<file path="src/rtl/mem_arb_pkg.sv">
// mem_arbiter shared types: FSM state encoding and owner codes.
// Optional feature macro: MEM_ARB_MISALIGN_CHK_EN (see mem_arbiter.sv).
package mem_arb_pkg;

    typedef enum logic [1:0] {
        IDLE  = 2'd0,
        ISSUE = 2'd1,
        WAIT  = 2'd2,
        ACK   = 2'd3
    } state_t;

    localparam logic OWNER_CPU = 1'b0;
    localparam logic OWNER_IO  = 1'b1;

    function automatic int cntWidth(input int n);
        return (n > 1) ? $clog2(n) : 1;
    endfunction

endpackage

</file>
<file path="src/rtl/mem_arbiter_if.sv">
// mem_arbiter bus bundle: CPU port, IO port, memory side, status.
// slave = arbiter view, master = requester/memory environment view.
interface mem_arbiter_if #(
    parameter int ADDR_W = 16,
    parameter int DATA_W = 16
);
    logic              CpuReq;
    logic              CpuWe;
    logic [ADDR_W-1:0] CpuAddr;
    logic [DATA_W-1:0] CpuWData;
    logic              CpuAck;
    logic [DATA_W-1:0] CpuRData;
    logic              CpuErr;

    logic              IoReq;
    logic              IoWe;
    logic [ADDR_W-1:0] IoAddr;
    logic [DATA_W-1:0] IoWData;
    logic              IoAck;
    logic [DATA_W-1:0] IoRData;

    logic [ADDR_W-1:0] MemAddr;
    logic [DATA_W-1:0] MemWData;
    logic              MemRead;
    logic              MemWrite;
    logic [DATA_W-1:0] MemRData;

    logic              Busy;
    logic              Owner;

    modport slave (
        input  CpuReq, CpuWe, CpuAddr, CpuWData,
        input  IoReq, IoWe, IoAddr, IoWData,
        input  MemRData,
        output CpuAck, CpuRData, CpuErr,
        output IoAck, IoRData,
        output MemAddr, MemWData, MemRead, MemWrite,
        output Busy, Owner
    );

    modport master (
        output CpuReq, CpuWe, CpuAddr, CpuWData,
        output IoReq, IoWe, IoAddr, IoWData,
        output MemRData,
        input  CpuAck, CpuRData, CpuErr,
        input  IoAck, IoRData,
        input  MemAddr, MemWData, MemRead, MemWrite,
        input  Busy, Owner
    );

endinterface

</file>
<file path="src/rtl/mem_arb_prio.sv">
// mem_arbiter winner selection: fixed CPU priority with an IO
// starvation counter that forces an IO win after STARVE_MAX losses.
module mem_arb_prio #(
    parameter int STARVE_MAX = 4
) (
    input  logic CLK,
    input  logic Reset,
    input  logic cpuReq,
    input  logic ioReq,
    input  logic grantEn,
    output logic anyReq,
    output logic ioWins
);
    import mem_arb_pkg::*;

    localparam int SW = $clog2(STARVE_MAX + 1);

    logic [SW-1:0] starveCnt;
    logic          starved;

    assign starved = (starveCnt == SW'(STARVE_MAX));
    assign anyReq  = cpuReq | ioReq;
    assign ioWins  = ioReq & (~cpuReq | starved);

    always_ff @(posedge CLK or negedge Reset) begin
        if (!Reset) begin
            starveCnt <= '0;
        end else if (grantEn && anyReq) begin
            if (ioWins)
                starveCnt <= '0;
            else if (ioReq && !starved)
                starveCnt <= starveCnt + 1'b1;
        end
    end

endmodule

</file>
<file path="src/rtl/mem_arbiter.sv">
// Single-port memory arbiter, CPU vs IO, req/ack with read latency.
// Define MEM_ARB_MISALIGN_CHK_EN to abort odd-address CPU requests.
module mem_arbiter #(
    parameter int ADDR_W     = 16,
    parameter int DATA_W     = 16,
    parameter int MEM_LAT    = 2,
    parameter int STARVE_MAX = 4
) (
    input  logic          CLK,
    input  logic          Reset,
    mem_arbiter_if.slave  bus
);
    import mem_arb_pkg::*;

    localparam int LW = cntWidth(MEM_LAT);

    state_t            state;
    logic [LW-1:0]     latCnt;
    logic              weQ;
    logic              owner;
    logic              busy;
    logic [ADDR_W-1:0] memAddr;
    logic [DATA_W-1:0] memWData;
    logic              memRead;
    logic              memWrite;
    logic              cpuAck;
    logic              ioAck;
    logic              cpuErr;
    logic [DATA_W-1:0] cpuRData;
    logic [DATA_W-1:0] ioRData;

    logic              anyReq;
    logic              ioWins;
    logic              grantEn;
    logic              misalign;
    logic              selWe;
    logic [ADDR_W-1:0] selAddr;
    logic [DATA_W-1:0] selWData;

    assign grantEn = (state == IDLE);

    mem_arb_prio #(
        .STARVE_MAX (STARVE_MAX)
    ) uPrio (
        .CLK     (CLK),
        .Reset   (Reset),
        .cpuReq  (bus.CpuReq),
        .ioReq   (bus.IoReq),
        .grantEn (grantEn),
        .anyReq  (anyReq),
        .ioWins  (ioWins)
    );

    assign selWe    = ioWins ? bus.IoWe    : bus.CpuWe;
    assign selAddr  = ioWins ? bus.IoAddr  : bus.CpuAddr;
    assign selWData = ioWins ? bus.IoWData : bus.CpuWData;

`ifdef MEM_ARB_MISALIGN_CHK_EN
    assign misalign = ~ioWins & bus.CpuAddr[0];
`else
    assign misalign = 1'b0;
`endif

    always_ff @(posedge CLK or negedge Reset) begin
        if (!Reset) begin
            state    <= IDLE;
            latCnt   <= '0;
            weQ      <= 1'b0;
            owner    <= OWNER_CPU;
            busy     <= 1'b0;
            memAddr  <= '0;
            memWData <= '0;
            memRead  <= 1'b0;
            memWrite <= 1'b0;
            cpuAck   <= 1'b0;
            ioAck    <= 1'b0;
            cpuErr   <= 1'b0;
            cpuRData <= '0;
            ioRData  <= '0;
        end else begin
            memRead  <= 1'b0;
            memWrite <= 1'b0;
            cpuAck   <= 1'b0;
            ioAck    <= 1'b0;
            cpuErr   <= 1'b0;
            unique case (state)
                IDLE: begin
                    if (anyReq) begin
                        owner <= ioWins;
                        weQ   <= selWe;
                        busy  <= 1'b1;
                        if (misalign) begin
                            state  <= ACK;
                            cpuAck <= 1'b1;
                            cpuErr <= 1'b1;
                        end else begin
                            state    <= ISSUE;
                            memAddr  <= selAddr;
                            memWData <= selWData;
                            memWrite <= selWe;
                            memRead  <= ~selWe;
                        end
                    end
                end
                ISSUE: begin
                    if (weQ) begin
                        state  <= ACK;
                        cpuAck <= (owner == OWNER_CPU);
                        ioAck  <= (owner == OWNER_IO);
                    end else begin
                        state  <= WAIT;
                        latCnt <= LW'(MEM_LAT - 1);
                    end
                end
                WAIT: begin
                    if (latCnt == '0) begin
                        state <= ACK;
                        if (owner == OWNER_IO) begin
                            ioRData <= bus.MemRData;
                            ioAck   <= 1'b1;
                        end else begin
                            cpuRData <= bus.MemRData;
                            cpuAck   <= 1'b1;
                        end
                    end else begin
                        latCnt <= latCnt - 1'b1;
                    end
                end
                ACK: begin
                    state <= IDLE;
                    busy  <= 1'b0;
                end
                default: state <= IDLE;
            endcase
        end
    end

    assign bus.MemAddr  = memAddr;
    assign bus.MemWData = memWData;
    assign bus.MemRead  = memRead;
    assign bus.MemWrite = memWrite;
    assign bus.CpuAck   = cpuAck;
    assign bus.CpuRData = cpuRData;
    assign bus.CpuErr   = cpuErr;
    assign bus.IoAck    = ioAck;
    assign bus.IoRData  = ioRData;
    assign bus.Busy     = busy;
    assign bus.Owner    = owner;

endmodule
</file>
<file path="src/flat_wrapper.sv">
// flat-port wrapper written by rule: the top's interface ports become plain ports
module mem_arbiter_flat import mem_arb_pkg::*;
#(
    parameter int ADDR_W     = 16,
    parameter int DATA_W     = 16,
    parameter int MEM_LAT    = 2,
    parameter int STARVE_MAX = 4
)
  (CLK, Reset, bus_CpuReq, bus_CpuWe, bus_CpuAddr, bus_CpuWData, bus_IoReq, bus_IoWe, bus_IoAddr, bus_IoWData, bus_MemRData, bus_CpuAck, bus_CpuRData, bus_CpuErr, bus_IoAck, bus_IoRData, bus_MemAddr, bus_MemWData, bus_MemRead, bus_MemWrite, bus_Busy, bus_Owner);
  mem_arbiter_if #(.ADDR_W(ADDR_W), .DATA_W(DATA_W)) bus_i ();
  input  logic CLK;
  input  logic Reset;
  input wire logic [$bits(bus_i.CpuReq)-1:0] bus_CpuReq;
  input wire logic [$bits(bus_i.CpuWe)-1:0] bus_CpuWe;
  input wire logic [$bits(bus_i.CpuAddr)-1:0] bus_CpuAddr;
  input wire logic [$bits(bus_i.CpuWData)-1:0] bus_CpuWData;
  input wire logic [$bits(bus_i.IoReq)-1:0] bus_IoReq;
  input wire logic [$bits(bus_i.IoWe)-1:0] bus_IoWe;
  input wire logic [$bits(bus_i.IoAddr)-1:0] bus_IoAddr;
  input wire logic [$bits(bus_i.IoWData)-1:0] bus_IoWData;
  input wire logic [$bits(bus_i.MemRData)-1:0] bus_MemRData;
  output wire logic [$bits(bus_i.CpuAck)-1:0] bus_CpuAck;
  output wire logic [$bits(bus_i.CpuRData)-1:0] bus_CpuRData;
  output wire logic [$bits(bus_i.CpuErr)-1:0] bus_CpuErr;
  output wire logic [$bits(bus_i.IoAck)-1:0] bus_IoAck;
  output wire logic [$bits(bus_i.IoRData)-1:0] bus_IoRData;
  output wire logic [$bits(bus_i.MemAddr)-1:0] bus_MemAddr;
  output wire logic [$bits(bus_i.MemWData)-1:0] bus_MemWData;
  output wire logic [$bits(bus_i.MemRead)-1:0] bus_MemRead;
  output wire logic [$bits(bus_i.MemWrite)-1:0] bus_MemWrite;
  output wire logic [$bits(bus_i.Busy)-1:0] bus_Busy;
  output wire logic [$bits(bus_i.Owner)-1:0] bus_Owner;
  assign bus_i.CpuReq = bus_CpuReq;
  assign bus_i.CpuWe = bus_CpuWe;
  assign bus_i.CpuAddr = bus_CpuAddr;
  assign bus_i.CpuWData = bus_CpuWData;
  assign bus_i.IoReq = bus_IoReq;
  assign bus_i.IoWe = bus_IoWe;
  assign bus_i.IoAddr = bus_IoAddr;
  assign bus_i.IoWData = bus_IoWData;
  assign bus_i.MemRData = bus_MemRData;
  assign bus_CpuAck = bus_i.CpuAck;
  assign bus_CpuRData = bus_i.CpuRData;
  assign bus_CpuErr = bus_i.CpuErr;
  assign bus_IoAck = bus_i.IoAck;
  assign bus_IoRData = bus_i.IoRData;
  assign bus_MemAddr = bus_i.MemAddr;
  assign bus_MemWData = bus_i.MemWData;
  assign bus_MemRead = bus_i.MemRead;
  assign bus_MemWrite = bus_i.MemWrite;
  assign bus_Busy = bus_i.Busy;
  assign bus_Owner = bus_i.Owner;
  mem_arbiter #(.ADDR_W(ADDR_W), .DATA_W(DATA_W), .MEM_LAT(MEM_LAT), .STARVE_MAX(STARVE_MAX)) u_core (.CLK(CLK), .Reset(Reset), .bus(bus_i));
endmodule
</file>
<file path="config.mk">
export PLATFORM = sky130hd
export DESIGN_NAME = mem_arbiter_flat
export DESIGN_NICKNAME = d
export VERILOG_FILES = /design/src/rtl/mem_arb_pkg.sv /design/src/rtl/mem_arbiter_if.sv /design/src/rtl/mem_arb_prio.sv /design/src/rtl/mem_arbiter.sv /design/src/flat_wrapper.sv
export SDC_FILE = /design/constraint.sdc
export NUM_CORES = 1
export LEC_CHECK = 0
export ABC_AREA = 0
export CAP_MARGIN = 5
export CORE_UTILIZATION = 34
export CTS_CLUSTER_SIZE = 30
export DETAILED_ROUTE_END_ITERATION = 10
export GPL_ROUTABILITY_DRIVEN = 0
export GPL_TIMING_DRIVEN = 0
export PLACE_DENSITY = 0.73
export RECOVER_POWER = 25
export SLEW_MARGIN = 20
export SYNTH_ARGS = -nofsm -noshare
export SYNTH_HDL_FRONTEND = slang
export SYNTH_HIERARCHICAL = 1
export SYNTH_SLANG_ARGS = --single-unit
</file>
<file path="constraint.sdc">
create_clock -name CLK -period 4.3 [get_ports CLK]
set_input_delay 0.43 -clock CLK [delete_from_list [all_inputs] [get_ports CLK]]
set_output_delay 0.43 -clock CLK [all_outputs]
set_load 0.01 [all_outputs]
</file>
==> metrics.cfg <==
[status]
status = finished, violations left
violations = max-capacitance violations, max-slew violations

[grt]
antenna_found_initial = 0
track_usage = 0.164
grt_pass1_vias = 2744
grt_pass1_wl_um = 13200
grt_remaining_overflow = 0
grt_max_degree = 41

[routing]
drc_errors = 0
wl_met3_um = 708
drt_iter0_markers = 30
first_pass_iters = 4
routedWlPerCell_um = 14.6
met1Wirelength_um = 3430
drt_wl_total_um = 8470
met2_length_um = 4250
top_layer_used = met4
via_count = 2683
ant_nets = 0
vias_per_cell = 4.62

[timing]
slew_viol_final = 38
fin_tns_setup_ns = 0
worst-slew-pin-transition_ns = 2.07
fmax_mhz = 506
finalCritPeriodShare = 0.460
hold_slack_ns = 0.505
clock_skew_ns = 0.00973
relSlewSlack = -0.383
rsz0062_at_grt = no
setup_slack_ns = 2.32
setup_viol = 0
finalCriticalPeriod_ns = 1.98
finalHoldViolCount = 0

[clock_tree]
cts_buffers = 9
cts.path.max_buffers = 2
numClockSinks = 77
holdBufCountCts = 0
cts.clk_slew.worst_paths_ns = 0.08
cts_tree = built
postCtsSetupBuffers = 0
cts_resized = 0
ctsRootBufferMaster = clkbuf_8
clock_latency_ns = 0.34
htree_levels = 3

[synth]
async_flop_share = 1.00
synth.most_common_cell = dfrtp_1
syn_area_per_cell_um2 = 12.4
yosysTopAreaCellShare = 0.562
ys_seq_area_frac = 0.562
synth.area.top_cells = dfrtp_1 56%, mux2i_1 9.9%, mux2_2 7.6%
ys_ff_latch = 77
postSynthCellCount = 276
synth_nets = 369
ys.flop_type = dfrtp_1
synth_top_cell_by_area = dfrtp_1
synth_common_cells = 77 x dfrtp_1, 36 x nor2_1, 34 x mux2i_1
synth-edff-count = 0
syn_area_um2 = 3430
synthDistinctLibCells = 36
yosysWarnings = 6

[setup_path]
path_class = reg2reg
arrival_ns = 2.21
cp_top_family = buffers and inverters
cp.buffers_inverters = 3
endpoint_kind = flip-flop
cp.depth = 8
crit_required_ns = 4.53
crit_slowest_cell = dfrtp_1
r2r_slack_ns = 2.32
reg2reg_depth = 8
crit_fanout = 10
cpPeakStageDelay_ns = 0.41
crit_chain = inv_1 > ha_1 > a21bo_2 > and2_4 > buf_2 > buf_2 > mux2i_1 > a21oi_1
start_kind = flip-flop
cpMostUsedCell = buf_2

[layout]
drive_gt1_frac = 0.152
post-route-cell-area_um2 = 5370
area_delta_synth_final_pct = 56.8
n_antenna_cell = 0
nets = 536
final.fill_count = 879

[min_path]
worstHoldPathType = reg2reg
hold_depth = 1

[die]
dieArea_um2 = 10500
rows = 36
pin_count = 157
coreArea_um2 = 9770
start_util = 0.351
dieWidth_um = 102
die_h_um = 102

[placed_design]
dp_hpwl_um = 6500
post_dp_cell_area_um2 = 5160
io_buffers = 155
pre_cts_ws_ns = 1.99

[power_and_ir_drop]
p_leak_nw = 2.25
powerDensity_nw_per_um2 = 664
power_mw = 3.57
ir_worst_vdd_v = 0.000226

[job]
maxCapViolations = 1

-- layout make-up --
class,count,area (um^2),share of cell area
buffer,16,105,0.0196
clock buffer,11,131,0.0244
clock inverter,5,83.8,0.0156
inverter,8,30.0,0.00559
multi-input combinational,175,1370,0.254
sequential,77,1930,0.359
tap,133,166,0.0310
timing repair buffer,156,1570,0.291
-- through the flow --
step            util  cells
3_3_place_gp   0.526    564
2_1_floorplan      -    276
6_report       0.550    581
4_1_cts        0.550    581
3_5_place_dp   0.528    565
5_1_grt        0.550    581
-- layout by cell type (no fill, tap or decap), drive strengths merged, types with 2 or more instances in the layout --
cell           synthesis  final
o2bb2ai                2      2
mux2i                 34     34
dfrtp                 77     77
bufinv                 0      2
a21bo                  3      3
o21ai                  4      4
ha                     7      7
clkinvlp               0      2
a21oi                 33     33
inv                    8      9
clkbuf                 3     15
nor2                  36     36
clkdlybuf4s50          0    154
mux2                  33     33
buf                   13     14
and2                   5      5
nand2                  5      5
-- sequential cells by signal, indices dropped and copies added (netlist names) --
| register | count |
|---|---|
| u_core/bus.CpuRData | 16 |
| u_core/bus.IoRData | 16 |
| u_core/bus.MemAddr | 16 |
| u_core/bus.MemWData | 16 |
| u_core/uPrio/starveCnt | 3 |
| u_core/state | 2 |
| u_core/bus.Busy | 1 |
| u_core/bus.CpuAck | 1 |
| u_core/bus.IoAck | 1 |
| u_core/bus.MemRead | 1 |
| u_core/bus.MemWrite | 1 |
| u_core/bus.Owner | 1 |
| u_core/latCnt | 1 |
| u_core/weQ | 1 |
-- metal layers --
layer	vias up	track usage
met3	9	0.0629
met5	-	0
met4	0	0.0429
li1	1288	-
met1	1287	0.187
met2	99	0.289
-- power breakdown --
part           total, mW  switching (mW)  internal, mW
Clock              0.597           0.267         0.330
Sequential          1.27           0.194          1.08
Combinational       1.70           0.705         0.996
-- kinds of logic after synthesis --
group                    after synthesis  share of synthesized area
AO/OA/AOI/OAI                         46                     0.0789
adder cells (fa/ha/maj)                7                     0.0256
buffers and inverters                 24                     0.0394
flip-flops                            77                      0.562
multiplexers                          67                      0.219
other                                  1                    0.00109
AND/OR/NAND/NOR                       54                     0.0741
-- path summary, 6_finish.rpt --
path,from,endpoint
worst min-delay path,u_core/bus.Owner,u_core/bus.CpuAck
worst min register to register,u_core/bus.Owner,u_core/bus.CpuAck
min in group asynchronous,Reset,u_core/bus.CpuRData[9]
max in group asynchronous,Reset,u_core/bus.IoAck
worst max-delay path,u_core/uPrio/starveCnt[1],u_core/bus.MemAddr[8]
worst max register to register,u_core/uPrio/starveCnt[1],u_core/bus.MemAddr[8]
-- worst register-to-register path, stage by stage (launching register included) --
cell,delay (ns)
dfrtp_1,0.41
inv_1,0.08
ha_1,0.17
a21bo_2,0.17
and2_4,0.13
buf_2,0.21
buf_2,0.34
mux2i_1,0.27
a21oi_1,0.09
Note: power is estimated with default switching activity, not from simulation.
